===== src/rtl/up_down_counter.sv =====
// Modulo-N up/down counter with load, synchronous clear, wrap or saturate at the
// boundary, a combinational cascade carry, a one-cycle wrap pulse and a sticky overflow flag.
module up_down_counter #(
    parameter int unsigned     WIDTH    = 8,
    parameter longint unsigned MODULUS  = 64'd1 << WIDTH,
    parameter bit              SATURATE = 1'b0
) (
    input  logic             clock_i,
    input  logic             clear_i,
    input  logic             sync_clear_i,
    input  logic             load_i,
    input  logic [WIDTH-1:0] load_value_i,
    input  logic             enable_i,
    input  logic             up_down_i,
    input  logic             clear_flags_i,
    output logic [WIDTH-1:0] count_o,
    output logic             carry_out_o,
    output logic             wrap_pulse_o,
    output logic             overflow_o
);

    // Top count is formed in 64 bits so MODULUS = 2**WIDTH never overflows.
    localparam logic [WIDTH-1:0] MaxVal = WIDTH'(MODULUS - 64'd1);
    localparam logic [WIDTH-1:0] One    = WIDTH'(1);

    logic [WIDTH-1:0] count_q, count_d;
    logic             wrap_q, wrap_d;
    logic             overflow_q, overflow_d;
    logic             at_bound;
    logic             boundary;

    assign at_bound = up_down_i ? (count_q == MaxVal) : (count_q == '0);
    assign boundary = !sync_clear_i && !load_i && enable_i && at_bound;

    always_comb begin
        count_d    = count_q;
        wrap_d     = 1'b0;
        overflow_d = overflow_q;

        if (sync_clear_i) begin
            count_d = '0;
        end else if (load_i) begin
            count_d = (load_value_i > MaxVal) ? MaxVal : load_value_i;
        end else if (enable_i) begin
            if (at_bound) begin
                if (!SATURATE) begin
                    count_d = up_down_i ? '0 : MaxVal;
                end
            end else begin
                count_d = up_down_i ? (count_q + One) : (count_q - One);
            end
        end

        // A boundary event wins over clear_flags on the same edge.
        if (boundary) begin
            wrap_d     = 1'b1;
            overflow_d = 1'b1;
        end else if (clear_flags_i) begin
            overflow_d = 1'b0;
        end
    end

    always_ff @(posedge clock_i or posedge clear_i) begin
        if (clear_i) begin
            count_q    <= '0;
            wrap_q     <= 1'b0;
            overflow_q <= 1'b0;
        end else begin
            count_q    <= count_d;
            wrap_q     <= wrap_d;
            overflow_q <= overflow_d;
        end
    end

    assign count_o      = count_q;
    assign carry_out_o  = enable_i & at_bound;
    assign wrap_pulse_o = wrap_q;
    assign overflow_o   = overflow_q;

endmodule


===== config.mk =====
export PLATFORM = sky130hd
export DESIGN_NAME = up_down_counter
export DESIGN_NICKNAME = d
export VERILOG_FILES = /design/src/rtl/up_down_counter.sv
export SDC_FILE = /design/constraint.sdc
export NUM_CORES = 1
export LEC_CHECK = 0
export CAP_MARGIN = 0
export CORE_MARGIN = 5
export CORE_UTILIZATION = 50
export CTS_CLUSTER_DIAMETER = 120
export DETAILED_ROUTE_END_ITERATION = 10
export HOLD_SLACK_MARGIN = 0.06
export PLACE_DENSITY_LB_ADDON = 0.05
export RECOVER_POWER = 100
export SETUP_SLACK_MARGIN = 0.3
export SLEW_MARGIN = 20
export SYNTH_ARGS = -nofsm -noshare
export SYNTH_HDL_FRONTEND = slang
export SYNTH_SLANG_ARGS = --single-unit
export TNS_END_PERCENT = 1

===== constraint.sdc =====
create_clock -name clock_i -period 4.4 [get_ports clock_i]
set_input_delay 0.44 -clock clock_i [delete_from_list [all_inputs] [get_ports clock_i]]
set_output_delay 0.44 -clock clock_i [all_outputs]
set_load 0.05 [all_outputs]

==> results of run 1 <==
[routing by layer]
metal / up-vias / GRT usage, % / wire (µm)
li1: 440 / - / -
met1: 423 / 22.7 / 1040
met2: 30 / 35.2 / 1170
met3: 2 / 6.59 / 142
met4: 0 / 6.11 / 10
met5: - / 0 / 0
[power by group]
part	switching (mW)	internal (mW)
Combinational	0.0799	0.0551
Sequential	0.0105	0.0989
Clock	0.0299	0.0316
Total	0.120	0.186
[critical path: stages]
cell	delay, ns
sky130_fd_sc_hd__dlygate4sd3_1	0.67
sky130_fd_sc_hd__nand2_1	0.08
sky130_fd_sc_hd__nor3_1	0.29
sky130_fd_sc_hd__nor2_1	0.13
sky130_fd_sc_hd__nor2b_1	0.13
sky130_fd_sc_hd__dlygate4sd3_1	0.88
[cells in the final DEF, fill, tap and decap left out, drive strengths merged, types with 4 or more instances in the layout]
cell	synthesis	final
nand2	5	5
a21oi	14	14
dlygate4sd3	0	14
nor3b	4	4
clkdlybuf4s50	0	11
ha	6	6
dfrtp	10	10
and3	4	4
inv	8	8
o21ai	9	9
nor3	4	4
nor2	12	12
[metrics by stage]
step	instances	total power, mW	cell area (µm²)
2_1_floorplan	109	0.206	873
3_3_place_gp	147	0.247	1120
3_5_place_dp	147	0.251	1120
4_1_cts	150	0.315	1140
5_1_grt	150	0.327	1130
6_report	150	0.306	1130
[cell families (layout without fill, tap and decap cells)]
family / after synthesis / in the layout / share of synthesized area, %
compound gates: 36 / 36 / 26.2
xor+xnor: 3 / 3 / 3.01
fa+ha+maj: 7 / 7 / 10.9
flops: 10 / 10 / 28.7
buf+inv: 12 / 36 / 6.16
simple gates: 41 / 41 / 25.1
[sequential cells by signal, indices dropped and copies added (netlist names)]
signal,count
count_o,8
wrap_pulse_o,1
overflow_o,1
[worst paths after layout]
path	endpoint	slack (ns)	cells past startpoint
min in group asynchronous	count_o[5]$_DFFE_PP0P_	0.61	2
max	carry_out_o	1.33	6
min reg2reg	overflow_o$_DFFE_PP0P_	0.53	2
max in group asynchronous	count_o[3]$_DFFE_PP0P_	3.51	2
max reg2reg	count_o[7]$_DFFE_PP0P_	2.46	6
min	overflow_o$_DFFE_PP0P_	0.53	2
[area by class of cell]
class	instances	area share, %
sequential	10	22.1
multi-input combinational	87	49.3
tap	17	1.88
timing repair buffer	25	22.1
clock buffer	3	1.99
inverter	8	2.65
==> results list, run 1 <==
* H-tree levels: 1
- Time the worst path needs with I/O delays and setup: just over 3 ns
- The number of hold-slack violations in the final timing report was 0.
- The startpoint identified for the worst hold timing path is overflow_o$_DFFE_PP0P_.
- The synthesized design contains 10 register bits.
- Gr usage total: between 10% and 20%
* Critical Path Fanout Max: 5
- Largest net degree at the start of global routing: 18
- Root buffer selected by CTS: sky130_fd_sc_hd__clkbuf_4
* Startpoint types: primary input
- The most used flip-flop cell after synthesis is sky130_fd_sc_hd__dfrtp_1.
- Pin placement for this block handled 26 I/O pins.
- The number of antenna violations at the first check in global routing was 0.
- Post-CTS Hold Fix Bufs: 0
* Gpl congestion: slightly below 0.9
- The first global-routing pass estimated between 4000 and 5000 µm of wire.
- Worst supply voltage drop on vdd: approximately 160 µV
- Headroom to the max-slew limit came out at 61.0%.
* Number of inserted filler cells in the final layout: around 160
* Number of nets in the synthesized netlist: approximately 130
- Synth top area share: approximately 29%
- Final count of pins violating max slew: 0
- From synthesis to final layout, the design area changed by 29.8%.
- The initialized floorplan defines 15 standard-cell rows.
* Post-synthesis sequential area ratio: 28.7%
- Derived from the worst setup path, the maximum achievable clock frequency is about 0.33 GHz.
* Detailed-router iteration count before antenna repair: 4
- The wire-length estimate of the detail-placed layout is between 1500 and 2000 µm.
- Drt total wl: about 2400 µm
- The startpoint identified for the worst register-to-register timing path is count_o[1]$_DFFE_PP0P_.
- Kind of critical path: in2out
- Of the cells placed in the final design, the portion with a size suffix greater than 1 is under 10%.
* DRC errors left: 0
- At the pin with the least slew margin, the transition time is approximately 0.58 ns.
* Clock transition at the registers of the reported paths: approximately 0.06 ns
- Hold timing on the final database bottoms out at a slack of about 0.53 ns.
- Leading cell types by total area after synthesis: sky130_fd_sc_hd__dfrtp_1 29%, sky130_fd_sc_hd__ha_1 8.6%, sky130_fd_sc_hd__a21oi_1 7.4%
* Height of the chip: approximately 52 µm
- The sequential cells in the finished layout cover a total of 250 µm².
- The count of nets left with antenna violations once routing finished came out at 0.
- Setup tns final: 0 ns
- Fraction of registers with async set or reset after synthesis: 100%
* Outcome: finished clean
* Number of DRC violations after detailed-routing iteration 0: 27
* Area of the mapped netlist: approximately 870 µm²
- Number of flops mapped to enable cells by yosys: 0
* Clock tree skew after final layout: 0.00122 ns
* Cell type contributing the most total cell area after synthesis: sky130_fd_sc_hd__dfrtp_1
* Setup violation total in the final timing report: 0
- Post-route worst setup slack: approximately 1.3 ns
* Clock tree buffer depth: 2
- Net count reported at finish: 157
* Unrepaired setup endpoints after global routing: no
- The number of global-route vias before repair came to around 940.
- The number of antenna diodes in the final layout is 0.
- By count the netlist is led by 13 x sky130_fd_sc_hd__a21oi_1, 12 x sky130_fd_sc_hd__nor2_1, 10 x sky130_fd_sc_hd__dfrtp_1.
- Most common cell in the synthesized netlist: sky130_fd_sc_hd__a21oi_1
* Total die area: roughly 2700 µm²
- Max_cap viols: 0
- STA puts the critical path data arrival time at ~2.6 ns.
- Worst skew pair latency: ~0.26 ns
* Inserted Clock Buffers: 3
- OpenSTA, run right after detailed placement, puts the worst setup slack at around 1.5 ns.
* Path type of the worst min-delay path: reg2reg
- For this run, the number of Yosys warnings is 0.
* Count of cell types in the netlist: 36
- Detailed-route wire length per cell: approximately 16 µm
- Number of buffers added on ports: 25
* Gate count after technology mapping: 109
- Die X-Extent: a little over 50 µm
- Footprint of the multi-input gates: approximately 560 µm²
* Setup crit end kind: primary output
- Std-Cell Core Area: 1690 µm²
* Areal power density over the cells: approximately 270 nW/µm²
- Final standard cell utilization of the core: between 60% and 70%
* Number of clock sinks: 10
* Vias per inst: between 5 and 6
* Remaining Overflow, GRT: 0
* Final critical-path share of the clock period: 69.8%
- Across all layers, the routed design uses ~900 vias.
- Once the clock tree was built, the resizer swapped 0 gates to a different size.
- Startpoint of the most critical setup path: up_down_i
- STA puts the critical path data required time at between 3 and 4 ns.
- The initial utilization of the core area, before any placement, comes to ~52%.
- TritonCTS built the clock tree.
- Setup Fix Bufs, Post-CTS: 0
- For this design the static power due to leakage is between 0.5 and 0.6 nW.
- The average instance in the mapped netlist occupies approximately 8 µm².
Note: power is estimated with default switching activity, not from simulation.
==> run 2: changes to the inputs <==
CORE_UTILIZATION = 42   (was 50)
clock period = 2.8 ns   (was 4.4 ns; I/O delays follow)
==> results list, run 2 (same netlist as run 1, synthesis figures left out) <==
- H-tree levels: 1 (unchanged)
- The final sum of negative setup slack came to 0 ns (unchanged).
- Top Family by Delay on Critical Path: buffers and inverters
- The cell row count came to 16 (+1).
- The vertical die dimension was 55.6 µm (+7.3%).
* Setup Fix Bufs, Post-CTS: 0 (unchanged)
- Largest stage delay, worst path: 0.68 ns (-0.20 ns)
- The run finished with clean final reports.
- Largest net degree at the start of global routing: 18 (unchanged)
- Setup crit end kind: primary output
- Via count: 887 (-0.89%)
- The power per cell area came to 444 nW/µm² (+64%).
- The number of flip-flops under the largest register name was 8 (unchanged).
- The floorplan die area came to 3090 µm² (+15%).
- The routed design could run at a clock period as short as 2.42 ns.
- Std-Cell Core Area: 1980 µm² (+17%)
- R2R setup slack: 0.91 ns (-1.55 ns)
* Antenna violations before repair: 0 (unchanged)
- The post-detailed-route count of antenna-violating nets came to 0 (unchanged).
* Synthesis-to-finish area growth: 34.1%
* Critical Path AT: 2.14 ns (-0.49 ns)
- Gpl congestion: 0.735 (-16%)
- The maximum fanout encountered on the critical timing path was 5 (unchanged).
- The count of hold-fix buffers inserted at cts came to 0 (unchanged).
* Leakage: 0.511 nW (+2.0%)
* Clock tree skew after final layout: 0.00537 ns (+0.00415 ns)
- The buffer levels on the longest clock path is 2 (unchanged).
- Initial core utilization: 44.1% (-7.6 points)
- Most frequent cells in the layout: 13 x sky130_fd_sc_hd__a21oi_1, 13 x sky130_fd_sc_hd__dlygate4sd3_1, 12 x sky130_fd_sc_hd__nor2_1
- The worst max-slew margin expressed relative to the limit was 60.7% (-0.30 points).
- The first-pass GRT wire length was 4090 µm (+1.0%).
- Number of DRC violations after detailed-routing iteration 0: 21 (-22%)
- The number of global-route vias before repair is 930 (-0.96%).
* Total count of hold-check failures in the final report: 0 (unchanged)
- TritonCTS built the clock tree.
- The global-route usage over all layers came to 16.3% (-3.7 points).
* Number of buffers added on ports: 25 (unchanged)
* Startpoint types: primary input
- Inserted Clock Buffers: 3 (unchanged)
- Max_cap viols: 0 (unchanged)
- Final critical-path share of the clock period: 86.5%
- Vias per inst: 5.48 (-8.2%)
- The clock-pin slew of the registers on the worst-case setup and hold paths was 0.07 ns (about the same).
* Number of clock sinks: 10 (unchanged)
- The number of nets at the end of the flow came to 158 (+0.64%).
* Unrepaired setup endpoints after global routing: no
- Path type of the worst min-delay path: in2async
- The final-report max-slew violation count came to 0 (unchanged).
* DRC errors left: 0 (unchanged)
* HPWL reported at the end of detailed placement: 1860 µm (+2.2%)
- Number of cell instances on the worst register-to-register path: 7 (+1)
* Root buffer selected by CTS: sky130_fd_sc_hd__clkbuf_4
- The mean routed wirelength per cell came to 14.9 µm (-5.3%).
- Drt total wl: 2420 µm (+2.3%)
- Final standard cell utilization of the core: 59.1% (-8.0 points)
- The number of top-level design ports was 26 (unchanged).
- The share of layout cells above drive strength 1 came to 6.67% (+2.9 points).
- The critical path goes through dlygate4sd3_1 -> nand2_1 -> nor3_1 -> nor2_1 -> nor2b_1 -> clkbuf_1.
- Setup violation total in the final timing report: 0 (unchanged)
- Slowest stage cell, crit path: sky130_fd_sc_hd__dlygate4sd3_1
* Remaining Overflow, GRT: 0 (unchanged)
* Critical path depth: 6 (unchanged)
- Worst Path Buf+Inv: 2 (unchanged)
* Kind of critical path: in2out
* Total of cells resized after clock tree synthesis: 0 (unchanged)
- Detailed-router iteration count before antenna repair: 4 (unchanged)
- Based on the critical path, the design can be clocked at up to approximately 0.41 GHz.
* Worst supply voltage drop on vdd: 368 µV (+120%)
* Worst skew pair latency: 0.27 ns (about the same)
- Required time at the endpoint of the critical path: 2.52 ns (-1.44 ns)
- The number of diodes added for antenna fixing is 0 (unchanged).
* Die X-Extent: 55.6 µm (+7.3%)
- Tightest Pin Transition: 0.593 ns (+0.00896 ns)
==> run 2: cell type report <==
| class | count | area (µm²) |
|---|---|---|
| Timing Repair Buffer | 26 | 251 |
| Clock buffer | 4 | 36.3 |
| Tap cell | 27 | 33.8 |
| Sequential cell | 10 | 250 |
| Inverter | 8 | 30.0 |
| Fill cell | 179 | 811 |
| Multi-Input combinational cell | 87 | 569 |
==> run 2: metrics by stage <==
| step | hold WS, ns | power (mW) | setup WS (ns) | cells | area, µm² |
|---|---|---|---|---|---|
| floorplan | 0.120 | 0.323 | 0.573 | 109 | 873 |
| global placement | 0.518 | 0.392 | 0.371 | 158 | 1140 |
| detailed placement | 0.535 | 0.395 | 0.276 | 158 | 1140 |
| CTS | 0.310 | 0.530 | 0.538 | 162 | 1170 |
| global route | 0.488 | 0.552 | 0.286 | 162 | 1170 |
| finish | 0.442 | 0.520 | 0.378 | 162 | 1170 |
==> run 2: report_power, final <==
group          switching [mW]  leakage (nW)  internal [mW]
registers              0.0173         0.132          0.155
clock network          0.0534        0.0210         0.0790
logic                   0.127         0.358         0.0878
total                   0.197         0.511          0.322
==> run 2: worst paths after layout <==
kind	from	end
worst max-delay path	up_down_i	carry_out_o
worst min-delay path	clear_i	overflow_o$_DFFE_PP0P_
worst max register to register	count_o[0]$_DFFE_PP0P_	count_o[6]$_DFFE_PP0P_
worst min register to register	overflow_o$_DFFE_PP0P_	overflow_o$_DFFE_PP0P_
max in group asynchronous	clear_i	count_o[4]$_DFFE_PP0P_
min in group clock_i	overflow_o$_DFFE_PP0P_	overflow_o$_DFFE_PP0P_
==> run 2: per-layer routing <==
layer	share of wire, %	routed length, µm	up-vias	global-route usage [%]
met5	0	0	-	0
met3	6.9	167	4	6.50
met4	1.1	27	0	6.25
li1	-	-	447	-
met1	45	1080	405	19.6
met2	47	1140	31	26.0
==> run 2: worst reg2reg max path, cell delays in order, from the launching register on <==
cell	delay, ns
sky130_fd_sc_hd__dfrtp_1	0.50
sky130_fd_sc_hd__inv_1	0.10
sky130_fd_sc_hd__fa_1	0.43
sky130_fd_sc_hd__nor2b_1	0.20
sky130_fd_sc_hd__o31a_1	0.17
sky130_fd_sc_hd__o21ai_0	0.10
sky130_fd_sc_hd__and3_1	0.19
sky130_fd_sc_hd__nor3_2	0.14
==> run 3: changes to the inputs <==
CORE_UTILIZATION = 40   (was 42)
==> results list, run 3 (same netlist as run 1, synthesis figures left out) <==
* Net count reported at finish: 159 (+0.63%)
- The final setup skew is 0.00263 ns (-0.00274 ns).
* Leakage: 0.516 nW (+0.98%)
* Number of DRC violations after detailed-routing iteration 0: 13 (-38%)
- Vias per inst: 5.37 (-2.0%)
- Largest net degree at the start of global routing: 18 (unchanged)
* Critical Path Fanout Max: 5 (unchanged)
- Worst supply voltage drop on vdd: 301 µV (-18%)
- The vertical die dimension came to 56.7 µm (+2.0%).
- Clock tree buffer depth: 2 (unchanged)
- The total routed wirelength was 2250 µm (-6.9%).
* Post-CTS Hold Fix Bufs: 0 (unchanged)
- Setup tns final: 0 ns (unchanged)
- The number of vias in the routed layout came to 880 (-0.79%).
- Setup violation total in the final timing report: 0 (unchanged)
- The worst endpoint data arrival time came to 2.13 ns (about the same).
- The number of diodes added for antenna fixing came to 0 (unchanged).
- Area after DPL: 1150 µm² (+0.77%)
- The power after layout was 519 µW (-0.15%).
- The initial core utilization is 40.7% (-3.4 points).
- Flip-flop count of the largest register, all copies and words added: 8 (unchanged)
- CTS tree: yes
- The placer's final routability congestion estimate was 0.813 (+11%).
- Synthesis-to-finish area growth: 35.1%
* Worst Path Buf+Inv: 2 (unchanged)
- GR Layer Usage met3: 6.44% (-0.060 points)
- Clock transition at the registers of the reported paths: 0.07 ns (about the same)
- Upper clock frequency limit: 0.416 GHz (+0.66%)
* Non-Filler Cell Area, Final: 1180 µm² (+0.75%)
- Detailed-router iteration count before antenna repair: 4 (unchanged)
- Max_cap viols: 0 (unchanged)
- The global-route track usage on met1 is 19.2% (-0.41 points).
- Slowest stage cell, crit path: sky130_fd_sc_hd__dlygate4sd3_1
- The count of cells resized by post-cts repair came to 0 (unchanged).
- Wire length of the first global-routing pass: 4010 µm (-2.0%)
* H-tree levels: 1 (unchanged)
* Final count of pins violating max slew: 0 (unchanged)
- The number of top-level design ports was 26 (unchanged).
- Detailed-route wire length per cell: 13.7 µm (-8.0%)
- The tree is rooted in a sky130_fd_sc_hd__clkbuf_4.
- The global-route usage over all layers came to 15.6% (-0.74 points).
* Number of buffers added on ports: 25 (unchanged)
- Antenna violations before repair: 0 (unchanged)
- Broken down by cell family, the worst path's largest delay share belongs to buffers and inverters.
* DRC errors left: 0 (unchanged)
* Startpoint types: primary input
- Standard-cell rows: 17 (+1)
* Areal power density over the cells: 440 nW/µm² (-0.89%)
* Met2 Use GR: 25.9% (-0.11 points)
- Required time at the endpoint of the critical path: 2.52 ns (about the same)
* Global route hottest layer: met2
- Time the worst path needs with I/O delays and setup: 2.41 ns (-0.0159 ns)
* Number of antenna-violating nets in the routed design: 0 (unchanged)
- Final critical-path share of the clock period: 85.9% (-0.57 points)
- Setup repair after global routing left no endpoint under its margin.
* Share of cells above drive strength 1: 7.35% (+0.69 points)
- Worst rel slew slack: 60.7% (about the same)
- The actual slew at the worst max-slew pin came to 0.592 ns (-0.000901 ns).
* Setup crit end kind: primary output
- Startpoint of the most critical setup path: up_down_i
- The flow ran to the end, and the final reports show no timing, DRC or antenna violations.
* Path type of the worst min-delay path: in2async
- Walking the worst path, the cells encountered are dlygate4sd3_1 -> nand2_1 -> nor3_1 -> nor2_1 -> nor2b_1 -> clkbuf_1.
- The number of hold-slack violations in the final timing report is 0 (unchanged).
- Setup Fix Bufs, Post-CTS: 0 (unchanged)
- The core outline area is 2150 µm² (+8.4%).
* Die X-Extent: 56.7 µm (+2.0%)
- Most frequent cells in the layout: 13 x sky130_fd_sc_hd__a21oi_1, 13 x sky130_fd_sc_hd__dlygate4sd3_1, 12 x sky130_fd_sc_hd__nor2_1
* Number of clock sinks: 10 (unchanged)
- The final standard cell utilization of the core came to 54.9% (-4.2 points).
* Vias in the first global route: 912 (-1.9%)
- The residual overflow from global routing was 0 (unchanged).
* Kind of critical path: in2out
- In this run the critical register-to-register path is launched from count_o[0]$_DFFE_PP0P_.
* Inserted Clock Buffers: 3 (unchanged)
* HPWL reported at the end of detailed placement: 1740 µm (-6.6%)
- Worst skew pair latency: 0.27 ns (about the same)
- Largest stage delay, worst path: 0.67 ns (about the same)
- The floorplan die area is 3220 µm² (+4.1%).
## run 3: worst paths after layout
path | end | slack, ns | cells past startpoint
worst max-delay path | carry_out_o | 0.39 | 6
worst min-delay path | count_o[0]$_DFFE_PP0P_ | 0.43 | 2
worst max register to register | count_o[6]$_DFFE_PP0P_ | 0.94 | 7
worst min register to register | overflow_o$_DFFE_PP0P_ | 0.53 | 2
max in group asynchronous | overflow_o$_DFFE_PP0P_ | 2.08 | 2
min in group clock_i | overflow_o$_DFFE_PP0P_ | 0.53 | 2
## run 3: layout make-up
class	instances	area, µm²
Inverter	8	30.0
Sequential cell	10	250
Multi-Input combinational cell	87	569
Timing Repair Buffer	27	259
Tap cell	28	35.0
Clock buffer	4	36.3
Fill cell	219	968
## run 3: stage by stage
| step | setup slack [ns] | hold slack, ns | std cells |
|---|---|---|---|
| 4_1_cts | 0.602 | 0.304 | 164 |
| 2_1_floorplan | 0.573 | 0.120 | 109 |
| 3_3_place_gp | 0.370 | 0.526 | 160 |
| 5_1_grt | 0.241 | 0.475 | 164 |
| 3_5_place_dp | 0.316 | 0.530 | 160 |
| 6_report | 0.394 | 0.430 | 164 |
## run 3: report_power, final
group / internal, mW / switching (mW)
sequential: 0.155 / 0.0171
combinational: 0.0887 / 0.124
clock: 0.0790 / 0.0550
## run 3: metal layers
metal  vias to the layer above  wire [µm]  share of wire [%]
met3                         0        152                6.8
met5                         -          0                  0
met1                       410       1030                 46
li1                        446          -                  -
met2                        24       1070                 48
met4                         0          0                  0
